===== src/rtl/led_ctrl.sv =====
// led_ctrl
// Memory-mapped LED sequencer. Software programs a base pattern, a mode and a
// tick period. The block then emits timed full-word writes to the LED register
// block, so the CPU does not have to animate the LEDs itself.
//
// Ports:
//   clk        : system clock, rising edge
//   reset      : asynchronous, active-high; clears all state
//   we         : bus write strobe (address already decoded by the bridge)
//   addr       : word address, 0=PATTERN 1=CTRL 2=PERIOD 3=STEPS
//   byteen     : bus write byte enables
//   wdata      : bus write data
//   rdata      : combinational read data of the register selected by addr
//   led_byteen : 4'hF for one cycle after every load of cur, else 4'h0
//   led_wdata  : displayed pattern (cur), wired to the LED register LED_in
module led_ctrl #(
  parameter int ADDR_W = 2
) (
  input  logic              clk,
  input  logic              reset,
  input  logic              we,
  input  logic [ADDR_W-1:0] addr,
  input  logic [3:0]        byteen,
  input  logic [31:0]       wdata,
  output logic [31:0]       rdata,
  output logic [3:0]        led_byteen,
  output logic [31:0]       led_wdata
);

  localparam logic [ADDR_W-1:0] A_PATTERN = ADDR_W'(0);
  localparam logic [ADDR_W-1:0] A_CTRL    = ADDR_W'(1);
  localparam logic [ADDR_W-1:0] A_PERIOD  = ADDR_W'(2);
  localparam logic [ADDR_W-1:0] A_STEPS   = ADDR_W'(3);

  localparam logic [1:0] MODE_STATIC = 2'b00;
  localparam logic [1:0] MODE_BLINK  = 2'b01;
  localparam logic [1:0] MODE_ROTL   = 2'b10;

  logic [31:0] pattern_reg, pattern_next;
  logic [2:0]  ctrl_reg, ctrl_next;
  logic [31:0] period_reg, period_next;
  logic [31:0] steps_reg, steps_next;
  logic [31:0] cur_reg, cur_next;
  logic [31:0] cnt_reg, cnt_next;
  logic        upd_reg, upd_next;

  // Byte-lane merges of the bus data into the current register contents.
  logic [31:0] pattern_wr, period_wr;

  generate
    for (genvar gi = 0; gi < 4; gi++) begin : g_lane
      assign pattern_wr[8*gi +: 8] = byteen[gi] ? wdata[8*gi +: 8] : pattern_reg[8*gi +: 8];
      assign period_wr[8*gi +: 8]  = byteen[gi] ? wdata[8*gi +: 8] : period_reg[8*gi +: 8];
    end
  endgenerate

  logic hit_pattern, hit_ctrl, hit_period, cfg_write;
  logic running, tick;

  always_comb begin
    hit_pattern = we && (addr == A_PATTERN) && (byteen != 4'h0);
    hit_ctrl    = we && (addr == A_CTRL)    && (byteen != 4'h0);
    hit_period  = we && (addr == A_PERIOD)  && (byteen != 4'h0);
    // A CTRL write with only upper lanes enabled still restarts the sequence,
    // even though CTRL itself keeps its value.
    cfg_write   = hit_pattern || hit_ctrl || hit_period;
    running     = ctrl_reg[0] && (ctrl_reg[2:1] != MODE_STATIC);
    // A config write in the same cycle wins over the tick.
    tick        = running && (cnt_reg == period_reg) && !cfg_write;
  end

  always_comb begin
    pattern_next = hit_pattern ? pattern_wr : pattern_reg;
    period_next  = hit_period  ? period_wr  : period_reg;
    ctrl_next    = (hit_ctrl && byteen[0]) ? wdata[2:0] : ctrl_reg;
  end

  always_comb begin
    cur_next   = cur_reg;
    cnt_next   = cnt_reg;
    steps_next = steps_reg;
    upd_next   = 1'b0;
    if (cfg_write) begin
      cnt_next = '0;
      cur_next = pattern_next;
      upd_next = 1'b1;
    end else if (!running) begin
      cnt_next = '0;
      cur_next = pattern_reg;
    end else if (tick) begin
      cnt_next   = '0;
      steps_next = steps_reg + 32'd1;
      upd_next   = 1'b1;
      case (ctrl_reg[2:1])
        MODE_BLINK: cur_next = (cur_reg == 32'h0) ? pattern_reg : 32'h0;
        MODE_ROTL:  cur_next = {cur_reg[30:0], cur_reg[31]};
        default:    cur_next = {cur_reg[0], cur_reg[31:1]};
      endcase
    end else begin
      cnt_next = cnt_reg + 32'd1;
    end
  end

  always_ff @(posedge clk or posedge reset) begin
    if (reset) begin
      pattern_reg <= '0;
      ctrl_reg    <= '0;
      period_reg  <= '0;
      steps_reg   <= '0;
      cur_reg     <= '0;
      cnt_reg     <= '0;
      upd_reg     <= 1'b0;
    end else begin
      pattern_reg <= pattern_next;
      ctrl_reg    <= ctrl_next;
      period_reg  <= period_next;
      steps_reg   <= steps_next;
      cur_reg     <= cur_next;
      cnt_reg     <= cnt_next;
      upd_reg     <= upd_next;
    end
  end

  always_comb begin
    rdata = 32'h0;
    case (addr)
      A_PATTERN: rdata = pattern_reg;
      A_CTRL:    rdata = {29'h0, ctrl_reg};
      A_PERIOD:  rdata = period_reg;
      A_STEPS:   rdata = steps_reg;
      default:   rdata = 32'h0;
    endcase
  end

  assign led_byteen = upd_reg ? 4'hF : 4'h0;
  assign led_wdata  = cur_reg;

endmodule


===== config.mk =====
export PLATFORM = sky130hd
export DESIGN_NAME = led_ctrl
export DESIGN_NICKNAME = d
export VERILOG_FILES = /design/src/rtl/led_ctrl.sv
export SDC_FILE = /design/constraint.sdc
export NUM_CORES = 1
export LEC_CHECK = 0
export ABC_AREA = 1
export BUFFER_PORTS_ARGS = -buffer_cell sky130_fd_sc_hd__buf_2
export CAP_MARGIN = 10
export CORE_AREA = 2 2 161 163
export DETAILED_ROUTE_END_ITERATION = 8
export DIE_AREA = 0 0 163 165
export GPL_ROUTABILITY_DRIVEN = 1
export SYNTH_ARGS = -nofsm -noshare
export SYNTH_HDL_FRONTEND = slang
export SYNTH_SLANG_ARGS = --single-unit
export TNS_END_PERCENT = 5

===== constraint.sdc =====
create_clock -name clk -period 7.2 [get_ports clk]
set_clock_uncertainty 0.2 [all_clocks]
set_input_delay 1.08 -clock clk [delete_from_list [all_inputs] [get_ports clk]]
set_output_delay 1.08 -clock clk [all_outputs]
set_load 0.05 [all_outputs]

==> flow_summary.json, run 1 <==
{
  "status": "finished, final reports clean",
  "dp.cells": 2083,
  "io_buffers": 108,
  "clkTransAtPathRegs_ns": 0.06,
  "cts_sinks": 164,
  "fin_crit_ns": 3.97,
  "ir_worst_vdd_uv": 173,
  "end_kind": "output pin",
  "cts_made_buffers": 17,
  "ant_nets": 0,
  "drive_above_1_share_pct": 11.1,
  "rsz0062_at_grt": "false",
  "cts_tree": "built",
  "worstSetupPathType": "in2out",
  "hold_depth": 2,
  "drt-total-wl_um": 38600,
  "synth_flop_cell": "dfrtp_1",
  "initial_core_util_pct": 44.4,
  "first_global_vias": 10466,
  "relSlewSlack_pct": 33.9,
  "finalSetupViolCount": 0,
  "netlist_instances": 1704,
  "min_from": "steps_reg[29]$_DFFE_PP0P_",
  "seq_area_frac_synth_pct": 36.9,
  "die_area_um2": 26900,
  "cp_slowest_cell": "clkinv_1",
  "place.gp.congestion": 0.937,
  "r2r_slack_ns": 4.01,
  "async_flop_share_pct": 100,
  "place.detailed.hpwl_um": 27700,
  "synth_nets": 1750,
  "min_path_type": "reg2reg",
  "num_rows": 58,
  "vias_per_cell": 5.31,
  "rr_worst_depth": 14,
  "cap_violations": 0,
  "hold_viol": 0,
  "fin_nets": 1818,
  "yosys_warnings": 0,
  "synth_cell_types": 40,
  "first_pass_iters": 7,
  "antenna_found_initial": 0,
  "clk_latency_ns": 0.44,
  "drcViolationCount": 0,
  "worst-endpoint-arrival_ns": 2.69,
  "rr_endpoint": "steps_reg[18]$_DFFE_PP0P_",
  "slew_viol_final": 0,
  "whs_ns": 0.280,
  "core_um2": 25000,
  "finalNonFillerCells": 2114,
  "placed_area_um2": 11800,
  "htree_num_levels": 4,
  "n_antenna_cell": 0,
  "root_buffer": "clkbuf_16",
  "clockBufferDepth": 2,
  "num_vias": 11223,
  "max_freq_mhz": 252,
  "reg2reg_from": "ctrl_reg[1]$_DFFE_PP0P_",
  "postCtsSetupBuffers": 0,
  "finalCritPeriodShare_pct": 55.1,
  "path_buf_inv": 4,
  "fp.dieH_um": 165,
  "fillers": 2631,
  "synth_edf_count": 0,
  "leakage_nw": 6.33,
  "final.setup.tns_ns": 0,
  "syn_area_per_cell_um2": 6.52,
  "grt-ovfl-total": 0,
  "num_io_pins": 109,
  "postLayoutCoreUtil_pct": 49.8,
  "worstPathRequired_ns": 5.92,
  "cp_top_family": "buffers and inverters",
  "netlist_area_um2": 11100,
  "hold_end": "steps_reg[29]$_DFFE_PP0P_",
  "grt_start_max_net_pins": 104,
  "wire_per_inst_um": 18.3,
  "setup_ws_ns": 3.23,
  "grt_pass1_wl_um": 60200,
  "final_area_um2": 12500,
  "area_growth_pct": 12.1,
  "hold_buffers": 0,
  "crit_chain": "buf_2, nand2_1, buf_4, clkinv_1, nand2_1, o211ai_1, buf_2",
  "dieWidth_um": 163,
  "crit_path_max_incr_delay_ns": 0.43,
  "grt_use_total_pct": 29.5,
  "drtIter0Drc": 1136,
  "cts_resized": 0,
  "crit_path_start": "addr[0]",
  "tightestPinTransition_ns": 0.992,
  "start_kind": "primary input",
  "crit_fanout": 24,
  "powerDensity_nw_per_um2": 277,
  "p_total_mw": 3.45,
  "post-place-ws_ns": 3.10,
  "synth_seq_cells": 164
}
[how the worst max path moves through the flow]
stage,end,slack [ns],cells after the start
global placement,led_wdata[0]$_DFFE_PP0P_,3.10,8
floorplan,cnt_reg[0]$_DFF_PP0_,1.49,1
CTS,rdata[15],3.30,7
detailed placement,led_wdata[0]$_DFFE_PP0P_,3.10,8
finish,rdata[12],3.23,7
global route,rdata[23],3.20,6
[cells by family (layout without fill, tap and decap cells)]
family                   Yosys count  in the layout  synth area share (%)
AND/OR/NAND/NOR                  986            986                  36.8
buffers and inverters            328            408                  12.0
flip-flops                       164            164                  36.9
AO/OA/AOI/OAI                    156            156                  8.28
XOR/XNOR                          55             55                  4.34
multiplexers                      10             10                  1.01
adder cells (fa/ha/maj)            5              5                 0.563
[synth_stat cells, types with 2 or more instances]
library cell	number	area [µm²]
nand2_1	588	2210
inv_1	242	908
nor2_1	202	758
dfrtp_1	164	4100
nand3_1	96	480
o21ai_0	62	310
a21oi_1	49	245
nand4_1	43	269
nor3_1	35	175
xor2_1	30	263
clkbuf_1	28	105
xnor2_1	25	219
o221ai_1	23	201
buf_2	22	110
buf_4	15	113
inv_2	11	41.3
mux2_2	10	113
o21ai_2	8	70.1
o211ai_1	6	45.0
o21ai_1	6	30.0
buf_1	5	18.8
ha_1	5	62.6
nand3b_1	5	37.5
nor2_4	4	45.0
buf_6	3	33.8
clkinv_1	2	7.51
nand3_2	2	20.0
[layout make-up]
| class | instances | area, µm² | area share [%] |
|---|---|---|---|
| Clock buffer | 20 | 467 | 3.75 |
| Multi-Input combinational cell | 1212 | 5690 | 45.7 |
| Sequential cell | 164 | 4100 | 32.9 |
| Inverter | 255 | 962 | 7.72 |
| Timing Repair Buffer | 122 | 646 | 5.18 |
| Clock inverter | 11 | 175 | 1.41 |
| Tap cell | 330 | 413 | 3.31 |
[power breakdown]
group,total (mW),switching (mW),internal [mW],leakage (nW)
Combinational,1.20,0.878,0.319,3.96
Sequential,1.24,0.177,1.06,2.06
Clock,1.01,0.404,0.610,0.309
Total,3.45,1.46,1.99,6.33
[layout by cell type, fill, tap and decap left out, types with 2 or more instances in the layout]
cell and count:
nand3b_1 5, buf_4 14, xor2_1 30, nor3_1 35, nand3_2 2, dfrtp_1 164
o21ai_2 8, nand2_1 588, clkbuf_8 3, inv_6 2, mux2_2 10, a21oi_1 49
nor2_2 2, clkinvlp_4 2, clkinv_4 3, clkinv_1 2, nand4_1 43, o21ai_1 6
clkbuf_16 17, o21ai_0 62, nor2_4 5, nand3_4 2, ha_1 5, inv_2 11
bufinv_16 4, nand3_1 95, nor2_1 200, o221ai_1 23, xnor2_1 25, o211ai_1 6
buf_2 108, inv_1 241
[tightest hold or removal path: cells and delay by family, from the launching register on]
family | cells | cell delay (ns)
AND/OR/NAND/NOR | 2 | 0.10
flip-flops | 1 | 0.35
[metal layers]
metal	vias up	wire, µm	GRT usage [%]
li1	5444	-	-
met4	0	989	10.1
met5	-	0	0
met2	435	16900	44.9
met1	5289	17900	42.7
met3	55	2790	4.37
(Power assumes the default switching activity.)
==> inputs of run 2 (changes only) <==
==> constraint.sdc (replaced) <==
create_clock -name clk -period 3.3 [get_ports clk]
set_clock_uncertainty 0.2 [all_clocks]
set_input_delay 0.495 -clock clk [delete_from_list [all_inputs] [get_ports clk]]
set_output_delay 0.495 -clock clk [all_outputs]
set_load 0.05 [all_outputs]
==> run 2 against run 1 <==
Against the previous run: core utilization up 0.45 points; via count down 0.27%; first-iteration DRC count down 4.9%; clock-buffer cell count down 2; worst hold slack worse by 0.17 ns; die area unchanged; non-clock buffer count up 9; global-route usage up 0.24 points; sequential power up 120%; clock power up 130%; design area up 0.91%; final cell count up 0.47%; critical endpoint is now rdata[15].
==> flow_summary.json, run 2 (synthesis results as in run 1) <==
{
  "die_area_um2": 26900,
  "io_buffers": 108,
  "vias_per_cell": 5.27,
  "crit_fanout": 18,
  "fin_nets": 1827,
  "most-common-layout-cells": "588 x nand2_1, 241 x inv_1, 200 x nor2_1",
  "crit_top_cell": "buf_2",
  "root_buffer": "clkbuf_16",
  "setup_ws_ns": 0.770,
  "antenna_found_initial": 0,
  "whs_ns": 0.113,
  "place.gp.congestion": 0.969,
  "hold_depth": 3,
  "clkTransAtPathRegs_ns": 0.07,
  "fp.dieH_um": 165,
  "max_freq_mhz": 395,
  "fillers": 2629,
  "dieWidth_um": 163,
  "clockBufferDepth": 2,
  "initial_core_util_pct": 44.4,
  "num_rows": 58,
  "first_pass_iters": 5,
  "cts_tree": "built",
  "grt_start_max_net_pins": 68,
  "placed_area_um2": 11900,
  "powerDensity_nw_per_um2": 603,
  "htree_num_levels": 4,
  "grt_use_total_pct": 29.7,
  "drt-total-wl_um": 38400,
  "slew_viol_final": 0,
  "final_area_um2": 12600,
  "num_vias": 11193,
  "leakage_nw": 6.39,
  "relSlewSlack_pct": 44.0,
  "min_path_type": "in2reg",
  "end_kind": "output pin",
  "first_global_vias": 10632,
  "cap_violations": 0,
  "multi_input_comb_area_um2": 5690,
  "r2r_slack_ns": 0.79,
  "worstSetupPathType": "in2out",
  "crit_path_max_incr_delay_ns": 0.33,
  "status": "finished, final reports clean",
  "tightestPinTransition_ns": 0.839,
  "grt-ovfl-total": 0,
  "seqCellArea_um2": 4100,
  "cts_made_buffers": 17,
  "rsz0062_at_grt": "false",
  "crit_chain": "buf_2, inv_1, nand2_1, buf_4, o221ai_1, buf_2",
  "cts_sinks": 164,
  "start_kind": "primary input",
  "hold_viol": 0,
  "clk_latency_ns": 0.43,
  "final_common_cell": "nand2_1",
  "finalSetupViolCount": 0,
  "area_growth_pct": 13.2,
  "rr_worst_depth": 12,
  "finalCritPeriodShare_pct": 76.7,
  "ant_nets": 0,
  "grt_pass1_wl_um": 61300,
  "drive_above_1_share_pct": 11.5,
  "final.setup.tns_ns": 0,
  "fin_crit_ns": 2.53,
  "num_io_pins": 109,
  "worstPathRequired_ns": 2.60,
  "place.detailed.hpwl_um": 28200,
  "wire_per_inst_um": 18.1,
  "n_antenna_cell": 0,
  "drcViolationCount": 0,
  "post-place-ws_ns": 0.762,
  "worst-endpoint-arrival_ns": 1.84,
  "ir_worst_vdd_uv": 436,
  "drtIter0Drc": 1080,
  "cp_slowest_cell": "buf_2",
  "core_um2": 25000
}
## run 2: area by class of cell
type / instances / share of cell area [%]
Clock buffer: 18 / 3.41
Sequential cell: 164 / 32.6
Inverter: 255 / 7.64
Tap cell: 330 / 3.28
Clock inverter: 14 / 1.79
Timing Repair Buffer: 131 / 5.99
Multi-Input combinational cell: 1212 / 45.2
## run 2: timing repair
item	4_1_cts	5_1_grt
endpoints found under the hold margin	6	0
hold buffers	1	0
gates resized for setup	0	0
setup buffers	0	0
## run 2: where the power goes
part / total (mW) / internal (mW) / switching, mW / leakage, nW
logic: 2.62 / 0.713 / 1.90 / 4.02
registers: 2.69 / 2.32 / 0.375 / 2.06
clock network: 2.28 / 1.36 / 0.917 / 0.313
## run 2: routing by layer
metal	vias up	track usage, %	wire length, µm
met2	405	46.8	17200
met3	27	3.69	2520
met1	5299	43.9	18100
met5	-	0	0
li1	5462	-	-
met4	0	6.11	563
## run 2: path summary, 6_finish.rpt
path / from / endpoint
worst min-delay path: wdata[22] / pattern_reg[22]$_DFF_PP0_
worst max-delay path: addr[1] / rdata[15]
worst min register to register: steps_reg[29]$_DFFE_PP0P_ / steps_reg[29]$_DFFE_PP0P_
max in group asynchronous: reset / pattern_reg[27]$_DFF_PP0_
worst max register to register: cnt_reg[21]$_DFF_PP0_ / steps_reg[23]$_DFFE_PP0P_
min in group asynchronous: reset / cnt_reg[2]$_DFF_PP0_
## run 2: through the flow
step,std cells,power (mW),util [%]
global route,2124,8.02,50.2
CTS,2124,7.61,50.2
global placement,2091,5.30,47.6
floorplan,1704,4.57,-
finish,2124,7.59,50.2
detailed placement,2091,5.33,47.6
## run 2: critical path: cells and delay by family
kind / cells / cell delay [ns]
compound gates: 1 / 0.31
buf+inv: 4 / 0.81
simple gates: 1 / 0.22
